## config.mk

```make
export PLATFORM = sky130hd
export DESIGN_NAME = instr_encoder
export DESIGN_NICKNAME = d
export VERILOG_FILES = /design/src/rtl/instr_encoder.sv
export SDC_FILE = /design/constraint.sdc
export NUM_CORES = 1
export LEC_CHECK = 0
export ABC_AREA = 1
export BUFFER_PORTS_ARGS = -buffer_cell sky130_fd_sc_hd__clkbuf_2
export CAP_MARGIN = 5
export CORE_ASPECT_RATIO = 2
export CORE_MARGIN = 2
export CORE_UTILIZATION = 40
export DETAILED_ROUTE_END_ITERATION = 10
export SKIP_LAST_GASP = 1
export SLEW_MARGIN = 20
export SYNTH_ARGS = -nofsm -noshare
export SYNTH_HDL_FRONTEND = slang
export SYNTH_SLANG_ARGS = --single-unit
```

## constraint.sdc

```tcl
create_clock -name clock -period 3.05 [get_ports clock]
set_input_delay 0.4575 -clock clock [delete_from_list [all_inputs] [get_ports clock]]
set_output_delay 0.4575 -clock clock [all_outputs]
set_load 0.01 [all_outputs]
```

## src/rtl/instr_encoder.sv

```systemverilog
// Packs decoded MIPS fields back into 32-bit instruction words and buffers them
// in a small FIFO, presenting each word with a running word address.
module instr_encoder #(
  parameter int DEPTH  = 4,
  parameter int ADDR_W = 8
) (
  input  logic                     clock,
  input  logic                     reset,
  input  logic                     in_valid,
  output logic                     in_ready,
  input  logic                     jump,
  input  logic                     RegDst,
  input  logic [5:0]               op,
  input  logic [4:0]               rs,
  input  logic [4:0]               rt,
  input  logic [4:0]               dst,
  input  logic [4:0]               shamt,
  input  logic [5:0]               funct,
  input  logic [15:0]              imm,
  input  logic [25:0]              target,
  input  logic                     flush,
  output logic                     out_valid,
  input  logic                     out_ready,
  output logic [31:0]              out_instr,
  output logic [ADDR_W-1:0]        out_addr,
  output logic [$clog2(DEPTH):0]   count
);

  localparam int PW = $clog2(DEPTH);
  localparam logic [PW:0] FULL = (PW+1)'(DEPTH);

  logic [31:0]   mem [DEPTH];
  logic [PW-1:0] head;
  logic [PW-1:0] tail;
  logic [31:0]   word;
  logic          push;
  logic          pop;

  // jump wins over RegDst; I-format drops rt/shamt/funct and puts dst in the rt slot
  always_comb begin
    if (jump)
      word = {op, target};
    else if (RegDst)
      word = {op, rs, rt, dst, shamt, funct};
    else
      word = {op, rs, dst, imm};
  end

  assign in_ready  = (count != FULL) && !flush && !reset;
  assign out_valid = (count != '0);
  assign push      = in_valid && in_ready;
  assign pop       = out_valid && out_ready && !flush && !reset;
  assign out_instr = out_valid ? mem[head] : 32'h0;

  always_ff @(posedge clock) begin
    if (push)
      mem[tail] <= word;
  end

  always_ff @(posedge clock) begin
    if (reset) begin
      head     <= '0;
      tail     <= '0;
      count    <= '0;
      out_addr <= '0;
    end else if (flush) begin
      // out_addr keeps running across a flush
      head  <= '0;
      tail  <= '0;
      count <= '0;
    end else begin
      if (push)
        tail <= tail + 1'b1;
      if (pop) begin
        head     <= head + 1'b1;
        out_addr <= out_addr + 1'b1;
      end
      case ({push, pop})
        2'b10:   count <= count + 1'b1;
        2'b01:   count <= count - 1'b1;
        default: count <= count;
      endcase
    end
  end

endmodule
```

==> run_results.csv <==
group,metric,value,unit
floorplanning,coreArea,0.01562,mm^2
final_layout,fin_nets,821,
drt,vias,4627,
floorplanning,dieArea,0.01695,mm^2
critical_path,path_max_fanout,64,
drt,drt_iter0_markers,241,
logic_synthesis,syn-num-nets,698,
timing,slew_viol_final,0,
timing,final.setup.tns,0,ps
final_layout,syn_to_final_growth,23.73,%
global_routing,grt_pass1_wl,22610,um
logic_synthesis,synth-async-reset-ratio,0,
place,gp_congestion,0.7444,
drt,first_pass_iters,4,
timing,worst_pin_slew,710.3,ps
timing,fin_skew,8.687,ps
outcome,status,"finished clean",
global_routing,gr-total-overflow,0,
clocking,clock_sinks,145,
floorplanning,io_pins,126,
timing,grt_setup_unrepaired,"no",
final_layout,mostFrequentLayoutCell,"nor2_1",
clocking,ctsHtreeMaxLevel,4,
critical_path,critPathKind,"reg -> out",
global_routing,grt_max_degree,65,
timing,setup_violations,0,
logic_synthesis,synth-xor-area-share,0.002760,
pwr,power.density,591.8,mW/mm^2
drt,wl_per_cell,15.36,um
critical_path,startpoint_type,"register",
logic_synthesis,synth-compound-area-share,0.1360,
run,cap_violations,0,
place,portBuffers,125,
clocking,post_cts_buffers,0,
global_routing,grt_pass1_vias,4373,
clocking,clkSlewWorstSetupHoldPaths,60,ps
logic_synthesis,yosysWarnings,0,
clocking,cts_tree,"built",
clocking,cts-root-buf,"clkbuf_16",
clocking,cts_resized,0,
logic_synthesis,synthAdderAreaFrac,0.01498,
logic_synthesis,syn-cell-area,0.006347,mm^2
final_layout,area.sequential,0.004185,mm^2
final_layout,drive_above_1_share,0.2493,
logic_synthesis,yosysSeqAreaShare,0.6592,
drt,viasPerCell,4.886,
pwr,p_leak,0.003032,uW
logic_synthesis,ys_seq_elements,145,
logic_synthesis,synthSimpleGateAreaFrac,0.1419,
floorplanning,row_count,65,
logic_synthesis,synthFlopType,"edfxtp_1",
drt,drc_errors,0,
drt,routed_wl,14540,um
final_layout,fill_cells,1447,
logic_synthesis,synth_mux_area_frac,0,
logic_synthesis,synthCells,610,
timing,period_needed,2545,ps
critical_path,regToRegSetupSlack,940,ps
clocking,clockBufferDepth,2,
critical_path,cp.required,2590,ps
timing,fmax,392.9,MHz
timing,period_share,0.8345,
logic_synthesis,synth_top_family_by_area,"simple AND/OR/NAND/NOR gates",
place,dp_hpwl,9335,um
floorplanning,fp.dieW,93.08,um
logic_synthesis,syn_area_per_cell,10.41,um^2
final_layout,multi_input_area,0.001907,mm^2
final_layout,layout_common_cells,"152 x nor2_1, 128 x edfxtp_1, 125 x clkbuf_2",
critical_path,end_kind,"output pin",
drt,ant_nets,0,
floorplanning,die_h,182.1,um
clocking,cts_hold_buf,0,
pwr,vdd.ir_drop.worst,0.2989,mV
logic_synthesis,synth_edf_count,128,
clocking,clk-insertion-delay-late,410,ps
critical_path,cp.arrival,2090,ps
clocking,numCtsBuffers,17,
logic_synthesis,yosys.cell_types.count,29,
timing,slew_headroom,0.5264,
global_routing,antenna_found_initial,0,
pwr,finalPower,4648,uW
floorplanning,start_util,0.4065,
min_path,hold_path_class,"in -> reg",
global_routing,grt_usage,0.1768,
timing,hold_viol,0,
final_layout,insertedDiodeCount,0,
==> worst max-delay path: stages (launching register included) <==
cell	delay, ps
dfxtp_2	320
buf_4	550
nor2_1	110
nor2_1	100
o21ai_0	90
a21oi_1	280
clkbuf_2	190
==> power breakdown <==
| group | total, uW | switching, uW | internal, uW |
|---|---|---|---|
| Clock | 2230 | 780 | 1450 |
| Combinational | 219 | 139 | 80.7 |
| Sequential | 2200 | 4.66 | 2190 |
==> cell families (layout without fill, tap and decap cells) <==
group	after synthesis	count (layout)
XOR/XNOR	2	2
flip-flops	145	145
AND/OR/NAND/NOR	226	226
adder cells (fa/ha/maj)	7	7
buffers and inverters	63	199
AO/OA/AOI/OAI	167	167
==> area by class of cell <==
cell class | instances | share of cell area
Timing Repair Buffer | 138 | 0.09686
Sequential cell | 145 | 0.5329
Multi-Input combinational cell | 402 | 0.2428
Tap cell | 201 | 0.03202
Clock inverter | 14 | 0.02692
Clock buffer | 18 | 0.05464
Inverter | 29 | 0.01386
==> per-stage QoR <==
stage          setup WS [ps]  hold WS (ps)    util  instance area, um^2  std cells
6_report               504.8         266.0  0.5030                 7854        947
5_1_grt                322.1         252.6  0.5030                 7854        947
4_1_cts                486.4         250.5  0.5030                 7854        947
3_5_place_dp           764.2         472.1  0.4619                 7213        915
3_3_place_gp           766.8         465.4  0.4619                 7213        915
2_1_floorplan          432.1         454.0       -                 6347        610
==> registers in the layout, indices dropped and copies added (netlist names), named ones only <==
register / count
mem: 128
out_addr: 8
count: 3
head: 2
tail: 2
==> worst paths after layout <==
kind	start	end	cells after the start
worst max-delay path	register	out_instr[15]	6
worst min-delay path	op[0]	mem[2][26]$_DFFE_PP_	1
worst max register to register	count[1]$_SDFFE_PP0P_	count[2]$_SDFFE_PP0P_	12
worst min register to register	out_addr[4]$_SDFFE_PP0P_	out_addr[4]$_SDFFE_PP0P_	2
==> synthesized netlist by cell type, types with 3 or more instances <==
library cell / n / area (um^2)
a21oi_1: 71 / 355.3
buf_2: 7 / 35.03
buf_4: 7 / 52.55
clkbuf_1: 16 / 60.06
dfxtp_1: 17 / 340.3
edfxtp_1: 128 / 3844
ha_1: 6 / 75.07
inv_1: 25 / 93.84
inv_2: 3 / 11.26
nand2_1: 57 / 214.0
nand3_1: 4 / 20.02
nand3_2: 3 / 30.03
nor2_1: 156 / 585.6
o21a_1: 6 / 45.04
o21ai_0: 85 / 425.4
==> layer usage <==
| metal | routed length [um] | share of wire | vias up | GRT usage |
|---|---|---|---|---|
| met5 | 0 | 0 | - | 0 |
| met4 | 154 | 0.011 | 0 | 0.05353 |
| met3 | 1001 | 0.069 | 12 | 0.04459 |
| met2 | 7437 | 0.51 | 163 | 0.2980 |
| met1 | 5947 | 0.41 | 2112 | 0.2233 |
| li1 | - | - | 2340 | - |
No activity file was read; power rests on OpenSTA's default activity.
